File: config.mk
export PLATFORM = sky130hd
export DESIGN_NAME = trace_port_serializer_flat
export DESIGN_NICKNAME = d
export VERILOG_FILES = /design/src/rtl/trace_port_serializer_if.sv /design/src/rtl/trace_port_serializer.sv /design/src/flat_wrapper.sv
export SDC_FILE = /design/constraint.sdc
export NUM_CORES = 1
export LEC_CHECK = 0
export ABC_AREA = 0
export ABC_CLOCK_PERIOD_IN_PS = 4450
export CORE_UTILIZATION = 55
export DETAILED_ROUTE_END_ITERATION = 12
export GPL_ROUTABILITY_DRIVEN = 1
export PLACE_DENSITY = 0.73
export REMOVE_ABC_BUFFERS = 1
export SYNTH_ARGS = -nofsm -noshare
export SYNTH_HDL_FRONTEND = slang
export SYNTH_SLANG_ARGS = --single-unit
File: constraint.sdc
create_clock -name clk_i -period 4.45 [get_ports clk_i]
set_clock_uncertainty 0.1 [all_clocks]
set_input_delay 0.89 -clock clk_i [delete_from_list [all_inputs] [get_ports clk_i]]
set_output_delay 0.89 -clock clk_i [all_outputs]
set_load 0.1 [all_outputs]
File: src/rtl/trace_port_serializer_if.sv
// trace_port_serializer_if
//   Bundles the packet-word input stream, the off-chip trace port handshake
//   and the debug status/control signals of trace_port_serializer.
//   slave  : seen by the serializer (consumes packet words, drives the port)
//   master : seen by the environment (trace debugger, port sink, debug SW)
// Signals:
//   packet_word_i / packet_word_valid_i : push-only word stream, no ready
//   stall_o                             : back-pressure to the trace debugger
//   trace_data_o / trace_valid_o        : trace port beat and its valid
//   trace_ready_i                       : trace port accepts the beat
//   fifo_level_o                        : FIFO occupancy
//   overflow_o / overflow_clr_i         : sticky drop flag and its clear
interface trace_port_serializer_if #(
  parameter int WORD_WIDTH = 32,
  parameter int PORT_WIDTH = 4,
  parameter int FIFO_DEPTH = 8
);
  logic [WORD_WIDTH-1:0]         packet_word_i;
  logic                          packet_word_valid_i;
  logic                          stall_o;
  logic [PORT_WIDTH-1:0]         trace_data_o;
  logic                          trace_valid_o;
  logic                          trace_ready_i;
  logic [$clog2(FIFO_DEPTH):0]   fifo_level_o;
  logic                          overflow_o;
  logic                          overflow_clr_i;

  modport slave (
    input  packet_word_i, packet_word_valid_i, trace_ready_i, overflow_clr_i,
    output stall_o, trace_data_o, trace_valid_o, fifo_level_o, overflow_o
  );

  modport master (
    output packet_word_i, packet_word_valid_i, trace_ready_i, overflow_clr_i,
    input  stall_o, trace_data_o, trace_valid_o, fifo_level_o, overflow_o
  );
endinterface

File: src/rtl/trace_port_serializer.sv
// trace_port_serializer
//   Buffers packet words from the trace debugger in a small FIFO, raises
//   stall_o when free space runs low, and serializes each word LSB beat first
//   onto a narrow valid/ready trace port. Words arriving at a full FIFO with
//   no simultaneous pop are dropped and flagged in the sticky overflow_o.
// Ports:
//   clk_i  : clock
//   rst_ni : asynchronous active-low reset
//   bus    : trace_port_serializer_if.slave (packet input, trace port, status)
// Optional feature macro: TRACE_PORT_SYNC_EN
//   When defined, a sync word ({8'hA5} repeated) is sent ahead of the first
//   FIFO word after reset and after every drop. Sync words never occupy FIFO
//   entries and do not change fifo_level_o.
module trace_port_serializer #(
  parameter int WORD_WIDTH   = 32,
  parameter int PORT_WIDTH   = 4,
  parameter int FIFO_DEPTH   = 8,
  parameter int STALL_MARGIN = 2
) (
  input logic clk_i,
  input logic rst_ni,
  trace_port_serializer_if.slave bus
);

  localparam int BEATS = WORD_WIDTH / PORT_WIDTH;
  localparam int CNT_W = (BEATS > 1) ? $clog2(BEATS) : 1;
  localparam int PTR_W = $clog2(FIFO_DEPTH);
  localparam int LVL_W = PTR_W + 1;

  localparam logic [CNT_W-1:0]      LAST_BEAT = CNT_W'(BEATS - 1);
  localparam logic [CNT_W-1:0]      CNT_ONE   = CNT_W'(1);
  localparam logic [PTR_W:0]        PTR_ONE   = (PTR_W + 1)'(1);
  localparam logic [LVL_W-1:0]      LVL_ONE   = LVL_W'(1);
  localparam logic [LVL_W-1:0]      DEPTH_L   = LVL_W'(FIFO_DEPTH);
  localparam logic [LVL_W-1:0]      MARGIN_L  = LVL_W'(STALL_MARGIN);
  localparam logic [WORD_WIDTH-1:0] SYNC_WORD = {WORD_WIDTH/8{8'hA5}};

  typedef enum logic {IDLE, SHIFT} state_e;

  state_e                 state_q, state_d;
  logic [WORD_WIDTH-1:0]  mem_q [FIFO_DEPTH];
  logic [PTR_W:0]         wr_ptr_q, rd_ptr_q;
  logic [LVL_W-1:0]       level_q;
  logic                   overflow_q;
  logic [WORD_WIDTH-1:0]  shift_q;
  logic [CNT_W-1:0]       beat_q;

  logic                   fifo_empty, fifo_full;
  logic                   handshake, last_beat;
  logic                   load_word, load_sync;
  logic                   push, pop, drop;
  logic                   trace_valid;
  logic [PORT_WIDTH-1:0]  trace_data;

  // The extra pointer MSB tells a full FIFO (MSBs differ) from an empty one.
  assign fifo_empty = (wr_ptr_q == rd_ptr_q);
  assign fifo_full  = (wr_ptr_q[PTR_W] != rd_ptr_q[PTR_W]) &&
                      (wr_ptr_q[PTR_W-1:0] == rd_ptr_q[PTR_W-1:0]);

  assign handshake = (state_q == SHIFT) && bus.trace_ready_i;
  assign last_beat = (beat_q == LAST_BEAT);

`ifdef TRACE_PORT_SYNC_EN
  logic sync_pending_q;

  // A pending sync word takes the place of the pop; the FIFO head waits one word.
  assign load_sync = load_word && sync_pending_q;
  assign pop       = load_word && !sync_pending_q;

  // Drop wins over the clear so a drop during a sync load re-arms the flag.
  always_ff @(posedge clk_i or negedge rst_ni) begin
    if (!rst_ni) begin
      sync_pending_q <= 1'b1;
    end else if (drop) begin
      sync_pending_q <= 1'b1;
    end else if (load_sync) begin
      sync_pending_q <= 1'b0;
    end
  end
`else
  assign load_sync = 1'b0;
  assign pop       = load_word;
`endif

  // A full FIFO still accepts a word when the head leaves in the same cycle.
  assign push = bus.packet_word_valid_i && (!fifo_full || pop);
  assign drop = bus.packet_word_valid_i && !push;

  always_ff @(posedge clk_i or negedge rst_ni) begin
    if (!rst_ni) begin
      state_q <= IDLE;
    end else begin
      state_q <= state_d;
    end
  end

  always_comb begin
    state_d = state_q;
    case (state_q)
      IDLE:    if (!fifo_empty) state_d = SHIFT;
      SHIFT:   if (handshake && last_beat && fifo_empty) state_d = IDLE;
      default: state_d = IDLE;
    endcase
  end

  // Valid is held in SHIFT until the beat is taken, so the port never retracts.
  always_comb begin
    trace_valid = 1'b0;
    trace_data  = '0;
    load_word   = 1'b0;
    case (state_q)
      IDLE: begin
        load_word = !fifo_empty;
      end
      SHIFT: begin
        trace_valid = 1'b1;
        trace_data  = shift_q[PORT_WIDTH-1:0];
        load_word   = handshake && last_beat && !fifo_empty;
      end
      default: begin
        trace_valid = 1'b0;
      end
    endcase
  end

  always_ff @(posedge clk_i or negedge rst_ni) begin
    if (!rst_ni) begin
      for (int i = 0; i < FIFO_DEPTH; i++) mem_q[i] <= '0;
      wr_ptr_q <= '0;
      rd_ptr_q <= '0;
    end else begin
      if (push) begin
        mem_q[wr_ptr_q[PTR_W-1:0]] <= bus.packet_word_i;
        wr_ptr_q <= wr_ptr_q + PTR_ONE;
      end
      if (pop) begin
        rd_ptr_q <= rd_ptr_q + PTR_ONE;
      end
    end
  end

  always_ff @(posedge clk_i or negedge rst_ni) begin
    if (!rst_ni) begin
      level_q <= '0;
    end else begin
      case ({push, pop})
        2'b10:   level_q <= level_q + LVL_ONE;
        2'b01:   level_q <= level_q - LVL_ONE;
        default: level_q <= level_q;
      endcase
    end
  end

  always_ff @(posedge clk_i or negedge rst_ni) begin
    if (!rst_ni) begin
      overflow_q <= 1'b0;
    end else if (drop) begin
      overflow_q <= 1'b1;
    end else if (bus.overflow_clr_i) begin
      overflow_q <= 1'b0;
    end
  end

  always_ff @(posedge clk_i or negedge rst_ni) begin
    if (!rst_ni) begin
      shift_q <= '0;
      beat_q  <= '0;
    end else if (load_word) begin
      shift_q <= load_sync ? SYNC_WORD : mem_q[rd_ptr_q[PTR_W-1:0]];
      beat_q  <= '0;
    end else if (handshake) begin
      shift_q <= shift_q >> PORT_WIDTH;
      beat_q  <= beat_q + CNT_ONE;
    end
  end

  assign bus.trace_valid_o = trace_valid;
  assign bus.trace_data_o  = trace_data;
  assign bus.fifo_level_o  = level_q;
  assign bus.overflow_o    = overflow_q;
  assign bus.stall_o       = (DEPTH_L - level_q) <= MARGIN_L;

endmodule

File: src/flat_wrapper.sv
// flat-port wrapper written by rule: the top's interface ports become plain ports
module trace_port_serializer_flat 
#(
  parameter int WORD_WIDTH   = 32,
  parameter int PORT_WIDTH   = 4,
  parameter int FIFO_DEPTH   = 8,
  parameter int STALL_MARGIN = 2
)
  (clk_i, rst_ni, bus_packet_word_i, bus_packet_word_valid_i, bus_trace_ready_i, bus_overflow_clr_i, bus_stall_o, bus_trace_data_o, bus_trace_valid_o, bus_fifo_level_o, bus_overflow_o);
  trace_port_serializer_if #(.WORD_WIDTH(WORD_WIDTH), .PORT_WIDTH(PORT_WIDTH), .FIFO_DEPTH(FIFO_DEPTH)) bus_i ();
  input logic clk_i;
  input logic rst_ni;
  input wire logic [$bits(bus_i.packet_word_i)-1:0] bus_packet_word_i;
  input wire logic [$bits(bus_i.packet_word_valid_i)-1:0] bus_packet_word_valid_i;
  input wire logic [$bits(bus_i.trace_ready_i)-1:0] bus_trace_ready_i;
  input wire logic [$bits(bus_i.overflow_clr_i)-1:0] bus_overflow_clr_i;
  output wire logic [$bits(bus_i.stall_o)-1:0] bus_stall_o;
  output wire logic [$bits(bus_i.trace_data_o)-1:0] bus_trace_data_o;
  output wire logic [$bits(bus_i.trace_valid_o)-1:0] bus_trace_valid_o;
  output wire logic [$bits(bus_i.fifo_level_o)-1:0] bus_fifo_level_o;
  output wire logic [$bits(bus_i.overflow_o)-1:0] bus_overflow_o;
  assign bus_i.packet_word_i = bus_packet_word_i;
  assign bus_i.packet_word_valid_i = bus_packet_word_valid_i;
  assign bus_i.trace_ready_i = bus_trace_ready_i;
  assign bus_i.overflow_clr_i = bus_overflow_clr_i;
  assign bus_stall_o = bus_i.stall_o;
  assign bus_trace_data_o = bus_i.trace_data_o;
  assign bus_trace_valid_o = bus_i.trace_valid_o;
  assign bus_fifo_level_o = bus_i.fifo_level_o;
  assign bus_overflow_o = bus_i.overflow_o;
  trace_port_serializer #(.WORD_WIDTH(WORD_WIDTH), .PORT_WIDTH(PORT_WIDTH), .FIFO_DEPTH(FIFO_DEPTH), .STALL_MARGIN(STALL_MARGIN)) u_core (.clk_i(clk_i), .rst_ni(rst_ni), .bus(bus_i));
endmodule
==> reports/results.txt <==
Leaving out fill and tap cells, the most frequent cell in the layout is sky130_fd_sc_hd__dfrtp_1. The area growth from synthesis to layout is 13.7%. For the worst-skew pair, the clock arrives at the later sink with an insertion delay of 0.55 ns. The run gives 12100 uW as the total power consumption of the routed design. The tools report the library cell used as clock root buffer as sky130_fd_sc_hd__clkbuf_16. The top-area cell type share of the netlist area was 0.552.

The HPWL after detailed placement is 15600 um, and the count of max-cap constraint violations is 0. The top cell types in the final layout, fill and taps aside, are sky130_fd_sc_hd__dfrtp_1, sky130_fd_sc_hd__mux2_2, sky130_fd_sc_hd__nand2_1. Entering global routing, the biggest net connects 97 pins. The data arrival at the endpoint of the critical path was 2.33 ns; the simple-gate area share of the yosys netlist was 0.0465.

Power spread over the standard cell area amounts to 768 nW/um2. The critical path required time is 3.46 ns. The final core utilization is 0.642, and the slew at the pin with the worst max-slew slack is 1.03 ns.

The worst setup path is captured at a primary output. The arithmetic-cell share of the synthesized area counting full adders, half adders and majority gates works out to 0.00869. The fraction of met2 tracks used by global routing is 0.365. Class of the most critical setup path: register to primary output. The via count of the first global-routing pass is 8236, and the biggest fanout along the worst timing path is 9. The number of nets with antenna violations after detailed routing was 0; the buffer count from post-CTS setup fixing was 0.

Port buffering added 47 buffers. The final layout contains 1016 nets. Class of the tightest hold or removal check: input port to async pin. The run gives 0 as the number of warnings reported in the yosys synthesis log. Counting distinct cell types in the post-synthesis netlist gives 40. Including well taps, the total number of placed cells is 1261. Setup repair after global routing left no endpoint under its margin. The clock slew seen by the registers of the worst setup and hold paths came out at 0.06 ns. For the count of final max-slew check failures, the log shows 0.

The shortest clock period the worst path allows after layout is 3.32 ns. The share of the cycle needed by the critical path after routing was 0.746; the leftover overflow at the end of global routing was 0. Number of inserted filler cells in the final layout: 1806. The complex-gate fraction of the synthesized area is 0.0383. Sorting the synthesized cells by area gives the leading types as sky130_fd_sc_hd__dfrtp_1, sky130_fd_sc_hd__mux2_2, sky130_fd_sc_hd__mux4_2, sky130_fd_sc_hd__nand2_1, sky130_fd_sc_hd__a211oi_1.

The count of non-filler cells in the finished layout is 1318, and the global routing usage on met3 is 0.0287. Pin placement for this block handled 48 I/O pins. In this run the mean area of a mapped cell was 14.8 um2. The logs give 0.552 for the fraction of the yosys area taken by sequential cells and 0.565 for the starting density of the core.

The leakage dissipation was 0.00656 uW; the via count normalized by instance count was 5.98. After detailed routing, the number of remaining DRC violations is 0. The first global-routing pass estimated 46500 um of wire. The detailed router placed 7888 vias in this run.

The max-slew headroom at the worst pin was 0.317. Dividing the detail-routed wire length by the instance count gives 21.2 um. Final wirelength: 28000 um.

Summing every instance area after synthesis gives 13800 um2. The endpoint identified for the worst register-to-register timing path is u_core.mem_q[126]. For the placeable core region, the log shows 24500 um2. The initial antenna violation count is 0, and the multiplexer share of the synthesized area is 0.319.

The clock passes through at most 3 buffers. The cell count of the worst reg-to-reg path came out at 6. The reg2reg setup slack is 1.20 ns, and the die extent in x is 161 um. For the number of endpoints failing setup at the final stage, the log shows 0.

Main combinational cell family by area after synthesis: multiplexers. For this design, the sink count on the clock tree is 305. Sort of element at the start of the critical path: a register. The tools report the global-route usage over all layers as 0.229. The combined area of the multi-input logic cells is 5910 um2, and the layout cell share with drive strength beyond 1 is 0.409.

The run finished with clean final reports. Met1 global-route usage: 0.342. The worst-case IR drop observed on VDD is 0.000563 V. The area of all sequential standard cells was 7640 um2. In this run, the number of DRC markers left after iteration 0 of detailed routing was 523. The number of buffers inserted during clock tree synthesis was 31. The number of iterations in the first detailed-routing pass came out at 4. From bottom edge to top edge, the die measures 161 um. The total number of placement rows was 57.

TritonCTS built the clock tree. The synthesized design spends more area on one cell type than any other, namely sky130_fd_sc_hd__dfrtp_1. For the number of antenna diodes, the log shows 0. The congestion estimate from routability-driven global placement came to 0.720. The tools report the maximum level of the CTS H-tree as 1. The startpoint of the most critical register-to-register path is u_core.wr_ptr_q[2].

Derived from the worst setup path, the maximum achievable clock frequency is 0.301 GHz. met2 is the most crowded layer. Post-CTS repair changed the size of 0 cells. The logs give 0 for the count of hold-fix buffers inserted at cts and 934 for the cell count after synthesis.

The area share of xor/xnor cells in the synthesized design was 0.0120; the flip-flop and latch count after synthesis was 305. The tools report the hold violation total from the final report as 0. The floorplan step defined a die boundary enclosing 25800 um2.
-- where the power goes --
part / switching (uW) / internal (uW) / leakage [uW] / total [uW]
logic: 1920 / 2510 / 0.00232 / 4430
clock network: 1070 / 1640 / 0.000537 / 2710
registers: 798 / 4130 / 0.00371 / 4930
-- worst max-delay path: stages, from the launching register on --
cell and delay (ns):
sky130_fd_sc_hd__dfrtp_1 0.49, sky130_fd_sc_hd__and2_1 0.17, sky130_fd_sc_hd__clkdlybuf4s50_1 1.13
-- kinds of logic after synthesis --
logic type,Yosys count
mux,328
flops,305
simple gates,127
compound gates,76
buf+inv,70
xor+xnor,19
fa+ha+maj,9
-- layer usage --
| metal | wire [um] | up-vias |
|---|---|---|
| li1 | - | 3505 |
| met1 | 13100 | 4229 |
| met2 | 13400 | 122 |
| met3 | 931 | 32 |
| met4 | 456 | 0 |
| met5 | 0 | - |
-- cell usage after synthesis (all sizes together) --
master,n
a31oi,29
a41oi,1
mux4,64
ha,8
and2,5
o21ai,7
inv,7
o41ai,1
nand4,2
nor3,2
nor4,2
a21o,1
nand3,7
xor2,4
a21boi,1
xnor2,15
fa,1
a21oi,5
nand2,73
nand4b,2
o32ai,1
a22oi,1
nor2b,28
mux2,258
dfrtp,305
mux2i,6
clkbuf,22
nor4b,2
buf,41
a211oi,28
nor2,4
a21bo,1
-- registers in the layout (all words and copies together) (netlist names) --
name                     cells
u_core.bus.overflow_o        1
u_core.state_q               1
u_core.mem_q               256
u_core.beat_q                3
u_core.shift_q              32
u_core.bus.fifo_level_o      4
u_core.rd_ptr_q              4
u_core.wr_ptr_q              4
-- worst max-delay path by stage --
stage                            start                    endpoint  cells after the start
finish                  u_core.state_q         bus_trace_data_o[1]                      2
global route        u_core.wr_ptr_q[2]           u_core.mem_q[137]                      6
CTS                     u_core.state_q         bus_trace_data_o[1]                      2
detailed placement   bus_trace_ready_i           u_core.mem_q[142]                      7
global placement     bus_trace_ready_i           u_core.mem_q[133]                      7
floorplan           u_core.rd_ptr_q[0]  u_core.bus.fifo_level_o[3]                      9
-- metrics by stage --
| step | instance area, um2 | setup WS [ns] | TNS, ns | hold WS, ns |
|---|---|---|---|---|
| after floorplan | 13500 | -5.45 | -346.20 | 0.353 |
| after global placement | 14600 | 0.782 | 0 | 0.370 |
| after detailed placement | 14600 | 0.749 | 0 | 0.375 |
| after CTS | 15700 | 1.09 | 0 | 0.291 |
| after global routing | 15700 | 1.00 | 0 | 0.328 |
| final | 15700 | 1.13 | 0 | 0.281 |
-- final cells by class --
type,count,share of cell area
Sequential cell,305,0.486
Tap cell,324,0.0258
Multi-Input combinational cell,559,0.376
Clock buffer,43,0.0573
Inverter,7,0.00167
Clock inverter,14,0.0112
Timing Repair Buffer,66,0.0416
(Power assumes the default switching activity.)
